**src/rtl/cga_pkg.sv**
```systemverilog
// Shared constants for the CGA CRTC register block: decoded I/O ports,
// implemented CRTC register indices and the status byte layout.
package cga_pkg;

  localparam logic [15:0] CRTC_INDEX = 16'h03D4;
  localparam logic [15:0] CRTC_DATA  = 16'h03D5;
  localparam logic [15:0] CGA_STATUS = 16'h03DA;

  localparam logic [4:0] R_CUR_START = 5'h0A;
  localparam logic [4:0] R_CUR_END   = 5'h0B;
  localparam logic [4:0] R_CUR_HI    = 5'h0E;
  localparam logic [4:0] R_CUR_LO    = 5'h0F;

  // Status port: bit 3 = vertical retrace, bit 0 = not in the visible window.
  function automatic logic [7:0] status_byte(input logic vs_i, input logic de_i);
    return {4'b0000, vs_i, 2'b00, ~de_i};
  endfunction

endpackage

```
**src/rtl/cga_blink.sv**
```systemverilog
// Frame-rate blink generator: counts vs rising edges and derives the cursor
// and character blink phases from a shared 5-bit frame counter.
module cga_blink
  import cga_pkg::*;
#(
  parameter int CURSOR_BLINK_FRAMES = 16,
  parameter int CHAR_BLINK_FRAMES   = 32
) (
  input  logic clock_25,
  input  logic reset_n,
  input  logic vs,
  output logic cursor_phase,
  output logic char_blink
);

  logic       vs_q,     vs_d;
  logic       armed_q,  armed_d;
  logic [4:0] cnt_q,    cnt_d;
  logic       phase_q,  phase_d;
  logic       cblink_q, cblink_d;
  logic       tick_s;
  logic       cur_wrap_s;
  logic       chr_wrap_s;

  // armed_q stays low until vs is seen low, so vs held high through reset is not a tick.
  assign tick_s     = vs & ~vs_q & armed_q;
  assign cur_wrap_s = (int'(cnt_q) % CURSOR_BLINK_FRAMES) == (CURSOR_BLINK_FRAMES - 1);
  assign chr_wrap_s = (int'(cnt_q) % CHAR_BLINK_FRAMES) == (CHAR_BLINK_FRAMES - 1);

  always_comb begin
    vs_d     = vs;
    armed_d  = armed_q | ~vs;
    cnt_d    = cnt_q;
    phase_d  = phase_q;
    cblink_d = cblink_q;
    if (tick_s) begin
      cnt_d    = cnt_q + 5'd1;
      phase_d  = cur_wrap_s ? ~phase_q : phase_q;
      cblink_d = chr_wrap_s ? ~cblink_q : cblink_q;
    end else begin
      cnt_d    = cnt_q;
    end
  end

  always_ff @(posedge clock_25 or negedge reset_n) begin
    if (!reset_n) begin
      vs_q     <= 1'b0;
      armed_q  <= 1'b0;
      cnt_q    <= 5'd0;
      phase_q  <= 1'b1;
      cblink_q <= 1'b0;
    end else begin
      vs_q     <= vs_d;
      armed_q  <= armed_d;
      cnt_q    <= cnt_d;
      phase_q  <= phase_d;
      cblink_q <= cblink_d;
    end
  end

  assign cursor_phase = phase_q;
  assign char_blink   = cblink_q;

endmodule

```
**src/rtl/cga_crtc.sv**
```systemverilog
// CPU-facing CRTC register block: decodes 0x3D4/0x3D5/0x3DA, holds the index
// and cursor registers, and drives cursor position/shape/blink to scan-out.
module cga_crtc
  import cga_pkg::*;
#(
  parameter int CURSOR_BLINK_FRAMES = 16,
  parameter int CHAR_BLINK_FRAMES   = 32
) (
  input  logic        clock_25,
  input  logic        reset_n,
  input  logic [15:0] port_addr,
  input  logic        port_we,
  input  logic        port_rd,
  input  logic [7:0]  port_wdata,
  output logic [7:0]  port_rdata,
  input  logic        vs,
  input  logic        de,
  output logic [10:0] cursor,
  output logic [4:0]  cursor_start,
  output logic [4:0]  cursor_end,
  output logic        cursor_on,
  output logic        char_blink
);

  logic [4:0] idx_q,   idx_d;
  logic [5:0] r0a_q,   r0a_d;
  logic [4:0] r0b_q,   r0b_d;
  logic [5:0] r0e_q,   r0e_d;
  logic [7:0] r0f_q,   r0f_d;
  logic [7:0] rdata_q, rdata_d;
  logic [7:0] reg_rd_s;
  logic       sel_idx_s, sel_dat_s, sel_sts_s;
  logic       cursor_phase_s;

  assign sel_idx_s = (port_addr == CRTC_INDEX);
  assign sel_dat_s = (port_addr == CRTC_DATA);
  assign sel_sts_s = (port_addr == CGA_STATUS);

  always_comb begin
    case (idx_q)
      R_CUR_START: reg_rd_s = {2'b00, r0a_q};
      R_CUR_END:   reg_rd_s = {3'b000, r0b_q};
      R_CUR_HI:    reg_rd_s = {2'b00, r0e_q};
      R_CUR_LO:    reg_rd_s = r0f_q;
      default:     reg_rd_s = 8'h00;
    endcase
  end

  // Reads sample the current registers, so a simultaneous write is seen only afterwards.
  always_comb begin
    idx_d   = idx_q;
    r0a_d   = r0a_q;
    r0b_d   = r0b_q;
    r0e_d   = r0e_q;
    r0f_d   = r0f_q;
    rdata_d = rdata_q;
    if (port_we && sel_idx_s) begin
      idx_d = port_wdata[4:0];
    end else if (port_we && sel_dat_s) begin
      case (idx_q)
        R_CUR_START: r0a_d = port_wdata[5:0];
        R_CUR_END:   r0b_d = port_wdata[4:0];
        R_CUR_HI:    r0e_d = port_wdata[5:0];
        R_CUR_LO:    r0f_d = port_wdata;
        default:     r0f_d = r0f_q;
      endcase
    end else begin
      idx_d = idx_q;
    end
    if (port_rd) begin
      if (sel_idx_s) begin
        rdata_d = {3'b000, idx_q};
      end else if (sel_dat_s) begin
        rdata_d = reg_rd_s;
      end else if (sel_sts_s) begin
        rdata_d = status_byte(vs, de);
      end else begin
        rdata_d = 8'h00;
      end
    end else begin
      rdata_d = rdata_q;
    end
  end

  always_ff @(posedge clock_25 or negedge reset_n) begin
    if (!reset_n) begin
      idx_q   <= 5'h00;
      r0a_q   <= 6'h0E;
      r0b_q   <= 5'h0F;
      r0e_q   <= 6'h00;
      r0f_q   <= 8'h00;
      rdata_q <= 8'h00;
    end else begin
      idx_q   <= idx_d;
      r0a_q   <= r0a_d;
      r0b_q   <= r0b_d;
      r0e_q   <= r0e_d;
      r0f_q   <= r0f_d;
      rdata_q <= rdata_d;
    end
  end

  cga_blink #(
    .CURSOR_BLINK_FRAMES(CURSOR_BLINK_FRAMES),
    .CHAR_BLINK_FRAMES  (CHAR_BLINK_FRAMES)
  ) u_blink (
    .clock_25    (clock_25),
    .reset_n     (reset_n),
    .vs          (vs),
    .cursor_phase(cursor_phase_s),
    .char_blink  (char_blink)
  );

  assign port_rdata   = rdata_q;
  assign cursor       = {r0e_q[2:0], r0f_q};
  assign cursor_start = r0a_q[4:0];
  assign cursor_end   = r0b_q;
  assign cursor_on    = cursor_phase_s & ~r0a_q[5];

endmodule
```
**config.mk**
```make
export PLATFORM = sky130hd
export DESIGN_NAME = cga_crtc
export DESIGN_NICKNAME = d
export VERILOG_FILES = /design/src/rtl/cga_pkg.sv /design/src/rtl/cga_blink.sv /design/src/rtl/cga_crtc.sv
export SDC_FILE = /design/constraint.sdc
export NUM_CORES = 1
export LEC_CHECK = 0
export CORE_MARGIN = 4
export CORE_UTILIZATION = 50
export CTS_BUF_LIST = sky130_fd_sc_hd__clkbuf_8
export DETAILED_ROUTE_END_ITERATION = 7
export GPL_TIMING_DRIVEN = 0
export PLACE_DENSITY = 0.82
export SLEW_MARGIN = 20
export SYNTH_ARGS = -nofsm -noshare
export SYNTH_HDL_FRONTEND = slang
export SYNTH_SLANG_ARGS = --single-unit
```
**constraint.sdc**
```tcl
create_clock -name clock_25 -period 2.2 [get_ports clock_25]
set_input_delay 0.33 -clock clock_25 [delete_from_list [all_inputs] [get_ports clock_25]]
set_output_delay 0.33 -clock clock_25 [all_outputs]
set_load 0.005 [all_outputs]
```
==> flow_summary.json <==
{
  "status": "finished, final reports clean",
  "tightestPinTransition_ns": 0.568,
  "crit_type": "in -> reg",
  "routed_wl_mm": 5.12,
  "grt_pass1_wl_mm": 8.22,
  "hold_ws_ns": 0.00766,
  "cts_sinks": 47,
  "required_ns": 2.38,
  "synthArstFlopShare": 1.00,
  "finalWorstSetupSlack_ns": 0.0888,
  "grt_max_degree": 26,
  "vias": 1688,
  "cp-end-kind": "flip-flop",
  "nets": 282,
  "power_density_nw_per_um2": 607,
  "final_cell_mix": "clkdlybuf4s50_1, dfrtp_1, mux2_2",
  "drive_gt1_frac": 0.243,
  "max_stage_delay_ns": 0.47,
  "setup_viol": 0,
  "synth_seq_cells": 47,
  "wl_per_cell_um": 16.9,
  "syn_area_um2": 2260,
  "hold_class": "in -> async",
  "total_power_mw": 1.87,
  "cts-root-buf": "clkbuf_8",
  "final_common_cell": "clkdlybuf4s50_1",
  "ys_types": 43,
  "rows": 24,
  "clk_pin_slew_worst_paths_ns": 0.09,
  "maxSlewHeadroom": 0.622,
  "coreArea_um2": 4350,
  "drv_cap": 0,
  "p_leak_nw": 1.35,
  "grt-ovfl-total": 0,
  "drv_slew": 0,
  "die_y_um": 75.2,
  "drc": 0,
  "dr.pass1.iters": 4,
  "antenna_found_initial": 0,
  "antenna_cells": 0,
  "yosysSeqAreaShare": 0.525,
  "worst_path_max_delay_cell": "or3_4",
  "cts_htree_levels": 2,
  "fill_cells": 310,
  "start_util": 0.519,
  "crit_buf_inv": 2,
  "rsz0062_at_grt": "false",
  "area_growth_pct": 36.5,
  "finClkSkew_ns": 0.00671,
  "crit_fanout": 6,
  "globalRouteTotalUtil": 0.196,
  "die_w_um": 75.2,
  "syn_inst": 181,
  "die_area_um2": 5660,
  "io_pins": 61,
  "finalCriticalPeriod_ns": 2.11,
  "numCtsBuffers": 5,
  "gp_congestion": 0.779,
  "port_buffers": 60,
  "drtIter0Drc": 105,
  "dp_hpwl_mm": 3.84,
  "postRouteAntennaNets": 0,
  "finalHoldViolCount": 0,
  "syn_avg_cell_area_um2": 12.5,
  "finalCritPeriodShare": 0.960,
  "ys.flop_type": "dfrtp_1",
  "cp_cell_sequence": "clkdlybuf4s50_1 -> nor4_2 -> nand3_2 -> or3_4 -> nor2b_2 -> buf_4 -> mux2_1",
  "fmax_mhz": 474,
  "worstSkewPairLatency_ns": 0.30,
  "crit_family": "simple AND/OR/NAND/NOR gates",
  "vias_per_cell": 5.57,
  "worstSetupStartpointType": "primary input",
  "ir_drop_v": 0.000444,
  "yosysWarnings": 0,
  "synth_edf_count": 0,
  "grt_pass1_vias": 1759,
  "cp.arrival_ns": 2.30,
  "cts_tree": "yes",
  "post-place-ws_ns": -0.395,
  "clk_path_buf_depth": 2,
  "syn_nets": 213
}
-- stage by stage --
| stage | util | cell area [µm²] | setup TNS (ns) | instances |
|---|---|---|---|---|
| after floorplan | - | 2260 | 0 | 181 |
| final | 0.709 | 3090 | 0 | 303 |
| after CTS | 0.707 | 3080 | 0 | 303 |
| after global placement | 0.672 | 2930 | -26.13 | 293 |
| after global routing | 0.709 | 3090 | 0 | 303 |
| after detailed placement | 0.677 | 2950 | -9.59 | 294 |
-- sequential cells by signal (all words and copies together) (netlist names) --
register              flops
r0a_q                     6
u_blink.cursor_phase      1
u_blink.armed_q           1
u_blink.char_blink        1
u_blink.vs_q              1
r0e_q                     6
u_blink.cnt_q             5
idx_q                     5
r0f_q                     8
cursor_end                5
port_rdata                8
-- what timing repair did --
item / in CTS / in global routing
hold buffers: 0 / 0
setup buffers: 1 / 0
resized for setup: 1 / 1
pin swaps: 2 / 0
endpoints found under the setup margin: 21 / 2
-- Yosys cell counts (3+ instances only) --
library cell   n  area share
xnor2_1        4       0.015
dfrtp_1       39        0.43
a32o_1         3       0.013
a21oi_1        4      0.0089
buf_4          9       0.030
and3_1         3      0.0083
nand3_1        3      0.0066
a31oi_1        4       0.011
o21ai_0        5       0.011
a221oi_1       3       0.012
dfstp_2        8       0.093
clkbuf_1       6       0.010
inv_1          4      0.0066
nor2b_1        5       0.014
mux2_1        14       0.070
nand2_1       10       0.017
mux2_2        19       0.095
nor3_1         3      0.0066
-- final cells by class --
type                       count  area [µm²]  area share
tap                           52        65.1      0.0211
clock buffer                   6        82.6      0.0268
timing repair buffer          62         631       0.204
buffer                        15        90.1      0.0292
multi-input combinational    115         981       0.318
inverter                       4        15.0     0.00487
clock inverter                 2        35.0      0.0114
sequential                    47        1190       0.384
-- worst reg2reg max path: cells and delay by family, from the launching register on --
kind            cells  cell delay [ns]
simple gates        2             0.48
flops               1             0.37
buf+inv             2             0.51
compound gates      3             0.58
-- cell families after synthesis --
logic type / share of synthesized area
AOI/OAI and AO/OA: 0.0869
xor gates and xnor gates: 0.0194
adders and majority gates: 0.0111
buffers and inverters: 0.0465
DFF: 0.525
muxes: 0.169
and+or+nand+nor: 0.143
-- where the power goes --
part	total, mW	switching (mW)	internal, mW
registers	0.982	0.0482	0.934
logic	0.234	0.0881	0.146
clock network	0.657	0.289	0.368
-- path summary, 6_finish.rpt --
path,from,to,slack [ns],cells past startpoint
hold reg to reg,u_blink.armed_q,u_blink.armed_q,0.46,1
setup reg to reg,idx_q[2],port_rdata[3],0.22,7
min in group clock_25,u_blink.armed_q,u_blink.armed_q,0.46,1
setup / recovery,port_addr[10],r0e_q[5],0.09,7
hold / removal,reset_n,u_blink.cnt_q[1],0.008,1
max in group asynchronous,reset_n,u_blink.cursor_phase,1.61,2
-- metal layers --
metal / up-vias / wire (µm) / track usage
met5: - / 0 / 0
met4: 0 / 124 / 0.0757
met3: 13 / 442 / 0.0534
met2: 62 / 2420 / 0.310
met1: 820 / 2130 / 0.257
li1: 793 / - / -
No activity file was read; power rests on OpenSTA's default activity.
